`config.mk`:
```
export PLATFORM = sky130hd
export DESIGN_NAME = bias_scalar_feeder
export DESIGN_NICKNAME = d
export VERILOG_FILES = /design/src/rtl/bias_scalar_feeder_pkg.sv /design/src/rtl/bias_bank_reg.sv /design/src/rtl/bias_scalar_feeder.sv
export SDC_FILE = /design/constraint.sdc
export NUM_CORES = 1
export LEC_CHECK = 0
export BUFFER_PORTS_ARGS = -buffer_cell sky130_fd_sc_hd__buf_4
export CAP_MARGIN = 10
export CORE_ASPECT_RATIO = 0.8
export CORE_MARGIN = 2
export CORE_UTILIZATION = 54
export DETAILED_ROUTE_END_ITERATION = 7
export GPL_ROUTABILITY_DRIVEN = 0
export PLACE_DENSITY = 0.89
export SYNTH_ARGS = -nofsm -noshare
export SYNTH_HDL_FRONTEND = slang
export SYNTH_HIERARCHICAL = 1
export SYNTH_SLANG_ARGS = --single-unit
```
`constraint.sdc`:
```
create_clock -name clk -period 2.6 [get_ports clk]
set_input_delay 0.39 -clock clk [delete_from_list [all_inputs] [get_ports clk]]
set_output_delay 0.39 -clock clk [all_outputs]
set_load 0.03 [all_outputs]
```
`src/rtl/bias_scalar_feeder_pkg.sv`:
```
// Shared types and defaults for the bias scalar feeder.
// Holds the FSM state encoding and the bias word type.
package bias_scalar_feeder_pkg;

    localparam int DEF_N_COLS = 2;
    localparam int DEF_DATA_W = 16;
    localparam int DEF_ADDR_W = 8;

    typedef enum logic [1:0] {
        IDLE,
        FETCH,
        DRAIN,
        COMMIT
    } feeder_state_t;

    typedef logic signed [15:0] bias_word_t;

endpackage

```
`src/rtl/bias_bank_reg.sv`:
```
// Shadow/active bias register pair.
// Shadow fills word by word; active updates only on a bulk commit.
module bias_bank_reg
    import bias_scalar_feeder_pkg::*;
#(
    parameter int N_COLS = DEF_N_COLS,
    parameter int DATA_W = DEF_DATA_W,
    parameter int IDX_W  = 1
) (
    input  logic                     clk,
    input  logic                     rst,
    input  logic                     i_wr_en,
    input  logic [IDX_W-1:0]         i_wr_idx,
    input  logic [DATA_W-1:0]        i_wr_data,
    input  logic                     i_commit,
    output logic [N_COLS*DATA_W-1:0] o_active
);

    logic [DATA_W-1:0]        r_shadow [N_COLS];
    logic [N_COLS*DATA_W-1:0] r_active;

    // Shadow capture of returning UB words, one lane per write.
    always_ff @(posedge clk or posedge rst) begin
        if (rst) begin
            for (int i = 0; i < N_COLS; i++) begin
                r_shadow[i] <= '0;
            end
        end else if (i_wr_en && (int'(i_wr_idx) < N_COLS)) begin
            r_shadow[i_wr_idx] <= i_wr_data;
        end
    end

    // Atomic copy of the whole shadow bank into the active bank.
    always_ff @(posedge clk or posedge rst) begin
        if (rst) begin
            r_active <= '0;
        end else if (i_commit) begin
            for (int i = 0; i < N_COLS; i++) begin
                r_active[i*DATA_W +: DATA_W] <= r_shadow[i];
            end
        end
    end

    assign o_active = r_active;

endmodule

```
`src/rtl/bias_scalar_feeder.sv`:
```
// Fetches N_COLS bias words from the unified buffer and commits
// them to the active bank only while the array output is idle.
module bias_scalar_feeder
    import bias_scalar_feeder_pkg::*;
#(
    parameter int N_COLS = DEF_N_COLS,
    parameter int DATA_W = DEF_DATA_W,
    parameter int ADDR_W = DEF_ADDR_W
) (
    input  logic                     clk,
    input  logic                     rst,
    input  logic                     start,
    input  logic [ADDR_W-1:0]        base_addr,
    input  logic [N_COLS-1:0]        col_valid_in,
    output logic                     ub_rd_en,
    output logic [ADDR_W-1:0]        ub_rd_addr,
    input  logic [DATA_W-1:0]        ub_rd_data,
    output logic [N_COLS*DATA_W-1:0] bias_scalar_out,
    output logic                     bias_loaded,
    output logic                     busy,
    output logic                     done
);

    localparam int IDX_W = (N_COLS > 1) ? $clog2(N_COLS) : 1;
    localparam logic [IDX_W-1:0] LAST_K = IDX_W'(N_COLS - 1);

    feeder_state_t     r_state;
    logic [IDX_W-1:0]  r_k;
    logic [IDX_W-1:0]  r_cj;
    logic [ADDR_W-1:0] r_addr;
    logic              r_rd_en;
    logic              r_rd_q;
    logic              r_busy;
    logic              r_done;
    logic              r_loaded;

    logic w_start;
    logic w_commit;

    assign w_start  = (r_state == IDLE) && start;
    assign w_commit = (r_state == COMMIT) && (col_valid_in == '0);

    // Load sequencer: issue reads, drain the last word, wait for a quiet array.
    always_ff @(posedge clk or posedge rst) begin
        if (rst) begin
            r_state  <= IDLE;
            r_k      <= '0;
            r_addr   <= '0;
            r_rd_en  <= 1'b0;
            r_busy   <= 1'b0;
            r_done   <= 1'b0;
            r_loaded <= 1'b0;
        end else begin
            r_done <= 1'b0;
            unique case (r_state)
                IDLE: begin
                    if (start) begin
                        r_addr  <= base_addr;
                        r_k     <= '0;
                        r_rd_en <= 1'b1;
                        r_busy  <= 1'b1;
                        r_state <= FETCH;
                    end
                end
                FETCH: begin
                    if (r_k == LAST_K) begin
                        r_rd_en <= 1'b0;
                        r_state <= DRAIN;
                    end else begin
                        r_k    <= r_k + IDX_W'(1);
                        r_addr <= r_addr + ADDR_W'(1);
                    end
                end
                DRAIN: begin
                    r_state <= COMMIT;
                end
                COMMIT: begin
                    if (w_commit) begin
                        r_done   <= 1'b1;
                        r_busy   <= 1'b0;
                        r_loaded <= 1'b1;
                        r_state  <= IDLE;
                    end
                end
                default: begin
                    r_state <= IDLE;
                end
            endcase
        end
    end

    // Capture tracker: UB data lands one cycle after each read strobe.
    always_ff @(posedge clk or posedge rst) begin
        if (rst) begin
            r_rd_q <= 1'b0;
            r_cj   <= '0;
        end else begin
            r_rd_q <= r_rd_en;
            if (w_start) begin
                r_cj <= '0;
            end else if (r_rd_q) begin
                r_cj <= r_cj + IDX_W'(1);
            end
        end
    end

    bias_bank_reg #(
        .N_COLS (N_COLS),
        .DATA_W (DATA_W),
        .IDX_W  (IDX_W)
    ) u_bank (
        .clk       (clk),
        .rst       (rst),
        .i_wr_en   (r_rd_q),
        .i_wr_idx  (r_cj),
        .i_wr_data (ub_rd_data),
        .i_commit  (w_commit),
        .o_active  (bias_scalar_out)
    );

    assign ub_rd_en    = r_rd_en;
    assign ub_rd_addr  = r_addr;
    assign bias_loaded = r_loaded;
    assign busy        = r_busy;
    assign done        = r_done;

endmodule

```
==> metrics <==
Slew headroom 51.9%; switching part of the total 39.1%; post-layout util 70.2%; cell depth of the worst setup path 5; Sw Pwr 2440 uW; Synth Warn # 6; Post-synth EDFFs 0; DRC errors left 0; Leak Pwr 0.00196 uW; Fillers 419; Detailed Place HPWL 4780 um; Sequential Power Share 37.4%; CP Buf/Inv Count 2; total track usage 20.7%; Final setup viols 0; pwr dens 1470 mW/mm2; crit-path max cell delay 630 ps; RSZ-0062 raised after global routing no; DR iter-0 viols 130; Final #Nets 350; clock root cell clkbuf_8; total clock sinks 81; Remaining Overflow, GRT 0; clock share of power 16.5%; Area Growth Syn to Fin 23.5%; synth top area cells dfrtp_1 59%, mux2_2 17%, mux2_4 4.4%, ha_1 2.2%, mux2_1 1.3%; Worst EP arrival 2420 ps; min Tclk post-route 2180 ps; Worst Skew 9.70 ps; port bufs 72; CP Capture Type flip-flop; share of layout cells above drive strength 1 50.9%; core footprint 0.00604 mm2; Mapped Cells 240; crit path kind flip-flop to flip-flop; DR vias 2162; worst setup margin 416 ps; FMAX 0.458 GHz; first-pass GRT wire length 10900 um; cell taking the most area after synthesis dfrtp_1; R2R depth 5; CP max-delay cell ha_1; Clk Latency, worst-skew pair 350 ps; TritonCTS buffer count 9; CP top delay family adder cells; Startpoint Class flip-flop; sequential-to-total area share from yosys stat 59.1%; pre-CTS setup slack 458 ps; number of setup buffers added after CTS 0; Syn Nets 275; initial antenna violation count 0; Syn Area/Cell 14.3 um2; HP Class primary input to async pin; number of library cell types mapped by synthesis 41; io pins 73; cell with the most instances after synthesis dfrtp_1; Initial Utilization 56.8%; H-Tree Depth 3; worst-margin pin slew 721 ps; largest net degree at the start of global routing 35; ANT cells 0; DP Area 0.00401 mm2; Final Slew Violations 0; largest fanout on the critical path 19; overall power 6240 uW; drt wl/cell 16.9 um; final antenna-violating net count 0; routed wire length 6770 um; die height 75.3 um; synth cell count leaders 81 x dfrtp_1, 51 x mux2_2, 11 x nand2_1; part of the power in combinational logic 46.1%; clock-pin slew on the worst setup and hold paths 90 ps; clock buffer depth 2; Yosys top cell area share 59.1%; Post-synth top flop dfrtp_1; Final Hold Viols 0; Core Rows 25; Post-Syn Area 0.00343 mm2; Post-CTS Hold Buffers 0; setup TNS 0 ps; Die Area 0.00701 mm2; cell mode on critical path inv_1; Internal 3800 uW; cts repair resizes 0; vias in the first global route 2243; Max IR drop VDD 0.000758 V; Worst Path Required 2830 ps; critical-path cell list inv_1, ha_1, inv_1, o211ai_2, mux2_1; CTS tree yes; MaxCap Viol Count 0; Design Area, Final 0.00424 mm2; Async SR Flop Fraction 100%; #FFs+latches synth 81; 1st-pass router iterations 4; Final period util 84.0%; die span in x 93.1 um; status finished, final reports clean; Vias/cell 5.39
worst paths after layout:
check / endpoint / start / slack, ps
max in group asynchronous: u_bank/o_active[23]$_DFFE_PP0P_ / rst / 1820
worst max-delay path: r_state[1]$_DFFE_PP0P_ / r_state[1]$_DFFE_PP0P_ / 420
worst min-delay path: u_bank/o_active[27]$_DFFE_PP0P_ / rst / 100
worst min register to register: r_rd_q$_DFF_PP0_ / ub_rd_en$_DFFE_PP0P_ / 470
min in group clk: r_cj$_DFFE_PP0P_ / start / 250
worst max register to register: r_state[1]$_DFFE_PP0P_ / r_state[1]$_DFFE_PP0P_ / 420
registers in the layout, summed over array words and instances (netlist names):
register	count
u_bank/r_shadow	32
busy	1
r_state	2
r_k	1
r_rd_q	1
ub_rd_addr	8
bias_loaded	1
done	1
r_cj	1
ub_rd_en	1
u_bank/o_active	32
kinds of logic after synthesis:
kind of cell	count (synthesis)	synth area share, %
AO/OA/AOI/OAI	27	5.76
XOR/XNOR	1	0.255
adder cells (fa/ha/maj)	6	2.19
buffers and inverters	20	3.86
flip-flops	81	59.1
multiplexers	67	23.0
AND/OR/NAND/NOR	38	5.87
metrics by stage:
step                cells  hold slack, ps
detailed placement    385             437
global placement      385             442
floorplan             240             316
global route          401             121
CTS                   401            93.8
finish                401            99.6
cells in the final DEF, fill, tap and decap left out, types with 6 or more instances in the layout:
| cell | Yosys | final |
|---|---|---|
| buf_4 | 4 | 76 |
| nand2_1 | 11 | 11 |
| a21oi_1 | 7 | 7 |
| dfrtp_1 | 81 | 81 |
| mux2_4 | 10 | 10 |
| inv_1 | 8 | 7 |
| nor2_1 | 6 | 6 |
| clkbuf_8 | 0 | 10 |
| ha_1 | 6 | 6 |
| mux2_2 | 51 | 51 |
routing by layer:
metal | vias up | routed length, um | global-route usage (%)
met1 | 1088 | 2970 | 26.3
met2 | 62 | 3400 | 34.9
met3 | 10 | 304 | 5.34
li1 | 1002 | - | -
met5 | - | 0 | 0
met4 | 0 | 93 | 8.33
power groups by stage:
stage                     Clock (uW)  Sequential, uW  Combinational [uW]
after floorplan                    0            2890                1470
after global placement             0            2300                2790
after detailed placement           0            2350                2900
after CTS                       1050            2330                2900
after global routing            1100            2410                3070
final                           1030            2330                2880
final cells by class:
cell class	instances	area [um2]	share of cell area, %
Clock buffer	10	138	3.25
Clock inverter	6	91.3	2.16
Inverter	8	30.0	0.709
Multi-Input combinational cell	139	1280	30.2
Sequential cell	81	2030	47.8
Tap cell	81	101	2.39
Timing Repair Buffer	76	571	13.5
Note: power is estimated with default switching activity, not from simulation.
